$ cat config.mk
export PLATFORM = sky130hd
export DESIGN_NAME = gridwalk_param_flat
export DESIGN_NICKNAME = d
export VERILOG_FILES = /design/src/rtl/gridwalk_pkg.sv /design/src/rtl/gridwalk_param_if.sv /design/src/rtl/rotor_filter.sv /design/src/rtl/gridwalk_param.sv /design/src/flat_wrapper.sv
export SDC_FILE = /design/constraint.sdc
export NUM_CORES = 1
export LEC_CHECK = 0
export BUFFER_PORTS_ARGS = -buffer_cell sky130_fd_sc_hd__buf_2
export CORE_MARGIN = 5
export CORE_UTILIZATION = 55
export DETAILED_ROUTE_END_ITERATION = 16
export GPL_TIMING_DRIVEN = 0
export PLACE_DENSITY = 0.81
export SYNTH_ARGS = -nofsm -noshare
export SYNTH_HDL_FRONTEND = slang
export SYNTH_SLANG_ARGS = --single-unit
$ cat constraint.sdc
create_clock -name clk -period 2.48 [get_ports clk]
set_clock_uncertainty 0.15 [all_clocks]
set_input_delay 0 -clock clk [delete_from_list [all_inputs] [get_ports clk]]
set_output_delay 0 -clock clk [all_outputs]
set_load 0.05 [all_outputs]
$ cat src/rtl/gridwalk_pkg.sv
// Shared constants and helpers for the grid walker and its rotary-encoder front end.
package gridwalk_pkg;

    localparam logic DIR_INC  = 1'b1;
    localparam logic DIR_DEC  = 1'b0;
    localparam logic AXIS_COL = 1'b0;
    localparam logic AXIS_ROW = 1'b1;

    // Width of an index that must address n positions; never narrower than one bit.
    function automatic int idx_w(input int n);
        return (n < 2) ? 1 : $clog2(n);
    endfunction

endpackage

$ cat src/rtl/gridwalk_param_if.sv
// Encoder/switch inputs and cursor/marker outputs of the grid walker, bundled as one port.
interface gridwalk_param_if #(
    parameter int COLS = 8,
    parameter int ROWS = 8
);
    import gridwalk_pkg::*;

    localparam int CW = idx_w(COLS);
    localparam int RW = idx_w(ROWS);

    logic            rota;
    logic            rotb;
    logic            axis;
    logic            wrap_en;
    logic            home;
    logic [CW-1:0]   col_idx;
    logic [RW-1:0]   row_idx;
    logic [COLS-1:0] led;
    logic [ROWS-1:0] row_led;
    logic            step_valid;
    logic            step_dir;
    logic            at_edge;

    // Board side: drives the encoder and switches, reads the cursor.
    modport master (
        output rota, rotb, axis, wrap_en, home,
        input  col_idx, row_idx, led, row_led, step_valid, step_dir, at_edge
    );

    // Walker side.
    modport slave (
        input  rota, rotb, axis, wrap_en, home,
        output col_idx, row_idx, led, row_led, step_valid, step_dir, at_edge
    );

endinterface

$ cat src/rtl/rotor_filter.sv
// Quadrature encoder front end: synchronise and debounce both phases, then turn each
// clean rising edge of phase A into a one-cycle event with the direction read from B.
module rotor_filter
    import gridwalk_pkg::*;
#(
    parameter int DEB_CYCLES = 4
) (
    input  logic clk,
    input  logic rst_n,
    input  logic rota,
    input  logic rotb,
    output logic o_event,
    output logic o_dir
);

    localparam logic [7:0] CNT_MAX = 8'(DEB_CYCLES - 1);

    // Bit 0 carries phase A, bit 1 carries phase B.
    logic [1:0] w_raw;
    logic [1:0] r_s1;
    logic [1:0] r_s2;
    logic [1:0] r_flt;
    logic [7:0] r_cnt [2];
    logic       r_a_prev;
    logic [1:0] r_sync_ok;
    logic       r_arm;

    assign w_raw = {rotb, rota};

    // Two-flop synchroniser on both raw encoder lines.
    always_ff @(posedge clk or negedge rst_n) begin
        if (!rst_n) begin
            r_s1 <= '0;
            r_s2 <= '0;
        end else begin
            r_s1 <= w_raw;
            r_s2 <= r_s1;
        end
    end

    // Per-line debounce: the filtered value follows only after DEB_CYCLES consecutive mismatching samples.
    always_ff @(posedge clk or negedge rst_n) begin
        if (!rst_n) begin
            r_flt <= '0;
            for (int i = 0; i < 2; i++) r_cnt[i] <= '0;
        end else begin
            for (int i = 0; i < 2; i++) begin
                if (r_s2[i] == r_flt[i]) begin
                    r_cnt[i] <= '0;
                end else if (r_cnt[i] == CNT_MAX) begin
                    r_flt[i] <= r_s2[i];
                    r_cnt[i] <= '0;
                end else begin
                    r_cnt[i] <= r_cnt[i] + 8'd1;
                end
            end
        end
    end

    // Edge history plus an arm flag: after reset, A must be seen low before any rise counts,
    // so an encoder left high across reset does not produce a spurious step.
    always_ff @(posedge clk or negedge rst_n) begin
        if (!rst_n) begin
            r_a_prev  <= 1'b0;
            r_sync_ok <= '0;
            r_arm     <= 1'b0;
        end else begin
            r_a_prev  <= r_flt[0];
            r_sync_ok <= {r_sync_ok[0], 1'b1};
            r_arm     <= r_arm | (r_sync_ok[1] & ~r_s2[0]);
        end
    end

    assign o_event = r_flt[0] & ~r_a_prev & r_arm;
    assign o_dir   = r_flt[1] ? DIR_DEC : DIR_INC;

endmodule

$ cat src/rtl/gridwalk_param.sv
// Grid walker: moves a (column,row) cursor one cell per encoder detent along the chosen
// axis, wrapping or saturating at the edges, and drives one-hot column/row markers.
module gridwalk_param
    import gridwalk_pkg::*;
#(
    parameter int COLS       = 8,
    parameter int ROWS       = 8,
    parameter int DEB_CYCLES = 4
) (
    input  logic              clk,
    input  logic              rst_n,
    gridwalk_param_if.slave   bus
);

    localparam int CW = idx_w(COLS);
    localparam int RW = idx_w(ROWS);
    localparam logic [CW-1:0] COL_LAST = CW'(COLS - 1);
    localparam logic [RW-1:0] ROW_LAST = RW'(ROWS - 1);

    logic          w_event;
    logic          w_dir;
    logic [CW-1:0] r_col;
    logic [RW-1:0] r_row;
    logic          r_step_valid;
    logic          r_at_edge;
    logic          r_step_dir;
    logic [CW-1:0] w_col_nxt;
    logic [RW-1:0] w_row_nxt;
    logic          w_step_valid_nxt;
    logic          w_at_edge_nxt;
    logic          w_step_dir_nxt;

    rotor_filter #(
        .DEB_CYCLES (DEB_CYCLES)
    ) u_rotor_filter (
        .clk     (clk),
        .rst_n   (rst_n),
        .rota    (bus.rota),
        .rotb    (bus.rotb),
        .o_event (w_event),
        .o_dir   (w_dir)
    );

    // Next cursor state: home wins over a same-cycle event, which is then dropped.
    always_comb begin
        w_col_nxt        = r_col;
        w_row_nxt        = r_row;
        w_step_valid_nxt = 1'b0;
        w_at_edge_nxt    = 1'b0;
        w_step_dir_nxt   = r_step_dir;
        if (bus.home) begin
            w_col_nxt = '0;
            w_row_nxt = '0;
        end else if (w_event) begin
            w_step_dir_nxt = w_dir;
            if (bus.axis == AXIS_COL) begin
                if (w_dir == DIR_INC) begin
                    if (r_col == COL_LAST) begin
                        if (bus.wrap_en) begin
                            w_col_nxt        = '0;
                            w_step_valid_nxt = 1'b1;
                        end else begin
                            w_at_edge_nxt    = 1'b1;
                        end
                    end else begin
                        w_col_nxt        = r_col + CW'(1);
                        w_step_valid_nxt = 1'b1;
                    end
                end else begin
                    if (r_col == '0) begin
                        if (bus.wrap_en) begin
                            w_col_nxt        = COL_LAST;
                            w_step_valid_nxt = 1'b1;
                        end else begin
                            w_at_edge_nxt    = 1'b1;
                        end
                    end else begin
                        w_col_nxt        = r_col - CW'(1);
                        w_step_valid_nxt = 1'b1;
                    end
                end
            end else begin
                if (w_dir == DIR_INC) begin
                    if (r_row == ROW_LAST) begin
                        if (bus.wrap_en) begin
                            w_row_nxt        = '0;
                            w_step_valid_nxt = 1'b1;
                        end else begin
                            w_at_edge_nxt    = 1'b1;
                        end
                    end else begin
                        w_row_nxt        = r_row + RW'(1);
                        w_step_valid_nxt = 1'b1;
                    end
                end else begin
                    if (r_row == '0) begin
                        if (bus.wrap_en) begin
                            w_row_nxt        = ROW_LAST;
                            w_step_valid_nxt = 1'b1;
                        end else begin
                            w_at_edge_nxt    = 1'b1;
                        end
                    end else begin
                        w_row_nxt        = r_row - RW'(1);
                        w_step_valid_nxt = 1'b1;
                    end
                end
            end
        end
    end

    // Cursor and status registers.
    always_ff @(posedge clk or negedge rst_n) begin
        if (!rst_n) begin
            r_col        <= '0;
            r_row        <= '0;
            r_step_valid <= 1'b0;
            r_at_edge    <= 1'b0;
            r_step_dir   <= 1'b0;
        end else begin
            r_col        <= w_col_nxt;
            r_row        <= w_row_nxt;
            r_step_valid <= w_step_valid_nxt;
            r_at_edge    <= w_at_edge_nxt;
            r_step_dir   <= w_step_dir_nxt;
        end
    end

    assign bus.col_idx    = r_col;
    assign bus.row_idx    = r_row;
    assign bus.led        = COLS'(1) << r_col;
    assign bus.row_led    = ROWS'(1) << r_row;
    assign bus.step_valid = r_step_valid;
    assign bus.at_edge    = r_at_edge;
    assign bus.step_dir   = r_step_dir;

endmodule

$ cat src/flat_wrapper.sv
// flat-port wrapper written by rule: the top's interface ports become plain ports
module gridwalk_param_flat import gridwalk_pkg::*;
#(
    parameter int COLS       = 8,
    parameter int ROWS       = 8,
    parameter int DEB_CYCLES = 4
)
  (clk, rst_n, bus_rota, bus_rotb, bus_axis, bus_wrap_en, bus_home, bus_col_idx, bus_row_idx, bus_led, bus_row_led, bus_step_valid, bus_step_dir, bus_at_edge);
  gridwalk_param_if #(.COLS(COLS), .ROWS(ROWS)) bus_i ();
  input  logic clk;
  input  logic rst_n;
  input wire logic [$bits(bus_i.rota)-1:0] bus_rota;
  input wire logic [$bits(bus_i.rotb)-1:0] bus_rotb;
  input wire logic [$bits(bus_i.axis)-1:0] bus_axis;
  input wire logic [$bits(bus_i.wrap_en)-1:0] bus_wrap_en;
  input wire logic [$bits(bus_i.home)-1:0] bus_home;
  output wire logic [$bits(bus_i.col_idx)-1:0] bus_col_idx;
  output wire logic [$bits(bus_i.row_idx)-1:0] bus_row_idx;
  output wire logic [$bits(bus_i.led)-1:0] bus_led;
  output wire logic [$bits(bus_i.row_led)-1:0] bus_row_led;
  output wire logic [$bits(bus_i.step_valid)-1:0] bus_step_valid;
  output wire logic [$bits(bus_i.step_dir)-1:0] bus_step_dir;
  output wire logic [$bits(bus_i.at_edge)-1:0] bus_at_edge;
  assign bus_i.rota = bus_rota;
  assign bus_i.rotb = bus_rotb;
  assign bus_i.axis = bus_axis;
  assign bus_i.wrap_en = bus_wrap_en;
  assign bus_i.home = bus_home;
  assign bus_col_idx = bus_i.col_idx;
  assign bus_row_idx = bus_i.row_idx;
  assign bus_led = bus_i.led;
  assign bus_row_led = bus_i.row_led;
  assign bus_step_valid = bus_i.step_valid;
  assign bus_step_dir = bus_i.step_dir;
  assign bus_at_edge = bus_i.at_edge;
  gridwalk_param #(.COLS(COLS), .ROWS(ROWS), .DEB_CYCLES(DEB_CYCLES)) u_core (.clk(clk), .rst_n(rst_n), .bus(bus_i));
endmodule
**Word level (Yosys, flattened, before mapping)**

Cells that the tools add are included.

- Bits in registers: 35
- Input port bits: 7

- Eq/ne operators: 11
- Shifts and indexed selects: 2
- $add $sub $neg: 6
- Reductions and logical operators: 9
- Bitwise gates (word level): 9
- Mux-type cells: 39

Operators with widths:

| cell | count |
|---|---|
| $mux 3 | 14 |
| $mux 8 | 4 |
| $mux 1 | 21 |
| $add 8x1->8 const B | 2 |
| $eq 8x2->1 const B | 2 |
| $ne 4x4->1 const B | 4 |
| $shl 1x3->8 const A | 2 |
| $reduce_and 4->1 | 2 |
| $add 3x1->3 const B | 2 |
| $eq 3x3->1 const B | 2 |
| $logic_not 3->1 | 2 |
| $reduce_and 2->1 | 3 |
| $sub 3x1->3 const B | 2 |
| $not 1->1 | 5 |
| $reduce_bool 2->1 | 2 |
| $and 1x1->1 | 3 |
| $eq 1x1->1 | 2 |
| $ne 2x1->1 const B | 1 |
| $or 1x1->1 | 1 |

**Depth between registers and ports, before layout**

- Depth in word-level cells: 6
- Mapped depth: 7
- Depth with buffers taken out: 6

**By module**

A second synthesis with hierarchy kept.

- Cells, all modules: 175
- Area, all modules: 1948.1 µm²

Modules (own cells, without submodules):

| module | area an instance (µm²) | instances | cells each | seq. area each (µm²) |
|---|---|---|---|---|
| rotor_filter | 1139.8 | 1 | 94 | 650.6 |
| gridwalk_param | 808.3 | 1 | 81 | 225.2 |

**Least setup slack after synthesis**

Ideal clock, no wire load.

- Path type: flip-flop to flip-flop
- From: reg u_core.r_row[1] (netlist: u_core.bus.row_idx[1])
- To: reg u_core.r_row[2] (netlist: u_core.bus.row_idx[2])
- Library setup time: 0.125 ns
- Cell stages (with the launch flop): 7
- Data required time: 2.205 ns
- Setup slack: -0.067 ns
- Arrival time: 2.272 ns
- Path through: dfrtp_1 -> ha_1 -> ha_1 -> and2b_1 -> a21oi_2 -> o31a_4 -> mux2_4

- Longest elaborated chain between the ends: 6
- Elaborated cells between the ends (all ways): 13

Ends and longest elaborated chain:

| what | line | RTL |
|---|---|---|
| from (decl) | gridwalk_param.sv:23 | `logic [RW-1:0] r_row;` |
| from (signal assigned) | gridwalk_param.sv:122 | `r_row <= w_row_nxt;` |
| $add 3x1->3, or another cell as far along | gridwalk_param.sv:92 | `w_row_nxt = r_row + RW'(1);` |
| $mux 3, on equally long branches | gridwalk_param.sv:84, gridwalk_param.sv:96 |  |
| $mux 3 | gridwalk_param.sv:83 | `if (w_dir == DIR_INC) begin` |
| $mux 3 | gridwalk_param.sv:56 | `if (bus.axis == AXIS_COL) begin` |
| $mux 3 | gridwalk_param.sv:54 | `end else if (w_event) begin` |
| $mux 3 | gridwalk_param.sv:51 | `if (bus.home) begin` |

Several ways; a longest one is shown, not always the timed one. The select of a mux whose other input is x is not followed.
A chain may end at the register's enable or synchronous reset.

**Worst setup path in the final report**

- From: reg u_core.r_row[1] (netlist: u_core.bus.row_idx[1])
- To: reg u_core.r_at_edge (netlist: u_core.bus.at_edge)

- Longest elaborated chain between the ends: 6
- Elaborated cells between the ends (all ways): 8

Ends and longest elaborated chain:

| what | line | RTL |
|---|---|---|
| $eq 3x3->1 or $logic_not 3->1 (tied branches) | gridwalk_param.sv:84, gridwalk_param.sv:96 |  |
| $mux 1, on equally long branches | gridwalk_param.sv:84, gridwalk_param.sv:96 |  |
| $mux 1 (*) | gridwalk_param.sv:83 |  |
| $mux 1 (*) | gridwalk_param.sv:56 |  |
| $mux 1 (*) | gridwalk_param.sv:54 |  |
| $mux 1 (*) | gridwalk_param.sv:51 |  |
| net u_core.w_at_edge_nxt | gridwalk_param.sv:30 | `logic w_at_edge_nxt;` |
| to (signal assigned) | gridwalk_param.sv:124 | `r_at_edge <= w_at_edge_nxt;` |
| to (decl) | gridwalk_param.sv:25 | `logic r_at_edge;` |

The timed path passes the listed nets; every way through them passes the cells marked *.

==> flow_metrics.py <==
metrics = {
    "timing": {
        "tightest_slew_ns": 0.7538,
        "slew-limit-headroom": 0.4974,
        "worst_hold_slack_ns": 0.04503,
        "slew_viol_final": 0,
        "rsz0062_at_grt": "false",
        "max_freq_mhz": 432.0,
        "setup_viol": 0,
        "min_period_over_period": 0.9335,
        "fin_crit_ns": 2.315,
        "finalSetupTns_ns": 0,
        "hold_violations": 0,
    },
    "floorplan": {
        "die-width_um": 68.01,
        "initial_core_util": 0.5634,
        "io_pins": 32,
        "die_area_um2": 4625,
        "rows": 21,
        "die_y_um": 68.01,
        "coreArea_um2": 3284,
    },
    "routing": {
        "drtIter0Drc": 53,
        "dr.pass1.iters": 4,
        "wl_per_cell_um": 12.21,
        "via_per_inst": 5.023,
        "detail-route-antenna-nets": 0,
        "routed-via-count": 1336,
        "drc": 0,
        "routed_wl_um": 3248,
    },
    "global_routing": {
        "antenna_found_initial": 0,
        "grt_pass1_wl_um": 5471,
        "grt_overflow": 0,
        "grt_pass1_vias": 1244,
        "grt_use_total": 0.1587,
        "grt_max_degree": 36,
    },
    "logic_synthesis": {
        "ys_seq_area_frac": 0.4733,
        "synthArstFlopShare": 1.000,
        "synth.area.top_cells": "dfrtp_1 (47%), ha_1 (11%), nor2_1 (4.3%)",
        "synthFlopType": "dfrtp_1",
        "syn_nets": 199,
        "syn_area_um2": 1851,
        "synth_top_cell_by_area": "dfrtp_1",
        "synthTopCellsByCount": "dfrtp_1 (35), nor2_1 (21), ha_1 (16), inv_1 (11)",
        "yosysWarnings": 0,
        "synth_top_area_share": 0.4733,
        "syn_avg_cell_area_um2": 10.51,
        "post-synth-top-count-cell": "dfrtp_1",
        "synth_cell_types": 36,
        "synth_edf_count": 0,
        "synth_seq_cells": 35,
        "syn_inst": 176,
    },
    "cts": {
        "cts_tree": "done",
        "numCtsBuffers": 5,
        "cts_max_path_buffers": 2,
        "clkSinkCount": 35,
        "clk_latency_ns": 0.33,
        "cts-root-buf": "clkbuf_4",
        "htreeDepth": 2,
        "cts.clk_slew.worst_paths_ns": 0.10,
        "postCtsSetupBuffers": 0,
    },
    "placement": {
        "place_inst": 253,
        "place.gp.congestion": 0.7931,
        "port_buffers": 31,
        "place.detailed.hpwl_um": 2436,
    },
    "final_layout": {
        "stdcell_count": 266,
        "diodes": 0,
        "nets": 243,
        "syn2layout_area_growth_pct": 18.53,
        "drive_gt1_frac": 0.2455,
    },
    "power": {
        "comb_power_share": 0.551,
        "share_seq_of_total_power": 0.327,
        "finalPower_mw": 2.527,
        "p_per_area_nw_per_um2": 1152,
        "p_int_mw": 1.267,
        "p_sw_mw": 1.260,
        "peakVddDrop_mv": 0.5119,
        "p_sw_frac": 0.4985,
        "p_leak_nw": 1.153,
        "p_clk_frac": 0.121,
    },
    "worst_setup_path": {
        "startpoint_type": "flip-flop",
        "cp_cell_sequence": "ha_1 -> ha_2 -> and2b_1 -> a21oi_2 -> a211oi_1 -> dlygate4sd3_1 -> nor2b_1",
        "endpoint_kind": "flip-flop",
        "critPathBufInv": 1,
        "crit_path_max_incr_delay_ns": 0.62,
        "critical_path_class": "reg2reg",
        "crit_required_ns": 2.60,
        "crit_fanout": 5,
        "cp_slowest_cell": "dlygate4sd3_1",
        "worstPathArrival_ns": 2.43,
        "crit_family": "buffers and inverters",
    },
    "run": {
        "maxCapViolCount": 0,
    },
    "run_status": {
        "outcome": "finished, final reports clean",
    },
    "min_path": {
        "hold_class": "in2reg",
    },
}
[cell usage in the layout, fill, tap and decap left out, types with 3 or more instances in the layout]
master	count
mux2_2	3
nor2b_1	3
dfrtp_1	34
nor2_1	21
xor2_1	9
and2b_1	4
or3_1	4
a21oi_1	3
buf_2	32
and2_1	7
clkbuf_4	6
dlygate4sd3_1	6
nand3_1	6
and3_1	5
xnor2_1	5
inv_1	11
nand2b_1	3
o21ai_0	4
ha_1	14
nand2_1	9
[final timing paths]
| check | startpoint | end | slack, ns | depth (start not counted) |
|---|---|---|---|---|
| setup reg to reg | u_core.bus.row_idx[1]$_DFFE_PN0P_ | u_core.bus.at_edge$_DFF_PN0_ | 0.16 | 7 |
| hold reg to reg | u_core.u_rotor_filter.r_sync_ok[0]$_DFF_PN0_ | u_core.u_rotor_filter.r_sync_ok[1]$_DFF_PN0_ | 0.20 | 0 |
| hold / removal | bus_axis | u_core.bus.row_idx[0]$_DFFE_PN0P_ | 0.05 | 4 |
| setup / recovery | u_core.bus.row_idx[1]$_DFFE_PN0P_ | u_core.bus.at_edge$_DFF_PN0_ | 0.16 | 7 |
| max in group asynchronous | rst_n | u_core.bus.row_idx[2]$_DFFE_PN0P_ | 1.54 | 2 |
| min in group asynchronous | rst_n | u_core.u_rotor_filter.r_s1[1]$_DFF_PN0_ | 0.11 | 2 |
[cells by family (layout without fill, tap and decap cells)]
kind of cell    Yosys count  count (layout)  synth area share
simple gates             72              72            0.2069
flops                    35              35            0.4733
compound gates           17              17           0.06626
fa+ha+maj                16              16            0.1082
xor+xnor                 14              14           0.06626
buf+inv                  14              58           0.03177
mux                       7               7           0.04530
other cells               1               1          0.002026
[per-layer routing]
layer,part of all wire,vias up,track usage
li1,-,666,-
met1,0.48,638,0.2055
met2,0.46,26,0.2527
met3,0.049,6,0.04926
met4,0.013,0,0.05211
met5,0,-,0
[registers in the layout (all words and copies together), names as in the netlist]
signal,count
u_core.bus.step_dir,1
u_core.u_rotor_filter.r_a_prev,1
u_core.bus.at_edge,1
u_core.u_rotor_filter.r_cnt,16
u_core.bus.row_idx,3
u_core.u_rotor_filter.r_sync_ok,2
u_core.u_rotor_filter.r_flt,2
u_core.bus.col_idx,3
u_core.bus.step_valid,1
u_core.u_rotor_filter.r_s1,2
u_core.u_rotor_filter.r_s2,2
u_core.u_rotor_filter.r_arm,1
[through the flow]
step	setup slack [ns]	instance area (µm²)	util
floorplan	0.04157	1858	-
finish	0.1649	2193	0.6678
CTS	0.09247	2187	0.6659
global placement	0.4476	2071	0.6305
global route	0.02243	2193	0.6678
detailed placement	0.4266	2071	0.6305
[power groups by stage]
stage | combinational (mW) | clock, mW | sequential, mW
after floorplan | 0.920 | 0 | 1.01
after global placement | 1.37 | 0 | 0.829
after detailed placement | 1.38 | 0 | 0.836
after CTS | 1.40 | 0.319 | 0.823
after global routing | 1.52 | 0.350 | 0.847
final | 1.39 | 0.306 | 0.827
[final cells by class]
type	count	area, µm²
Fill cell	241	1091
Buffer	3	17.52
Multi-Input combinational cell	127	928.4
Tap cell	46	57.56
Sequential cell	35	877.1
Timing Repair Buffer	37	215.2
Clock inverter	1	5.005
Clock buffer	6	51.30
Inverter	11	41.29
[worst register-to-register path: cells and delay by family (launching register included)]
family	cells	cell delay, ns
AOI/OAI and AO/OA	2	0.35
adders and majority gates	2	0.42
buffers and inverters	1	0.62
and+or+nand+nor	2	0.29
DFF	1	0.43
[repair_timing]
action / CTS / global route
gates resized for setup: 0 / 3
hold endpoints to repair: 42 / 0
hold buffers: 6 / 0
setup endpoints to repair: 0 / 2
(Power assumes the default switching activity.)
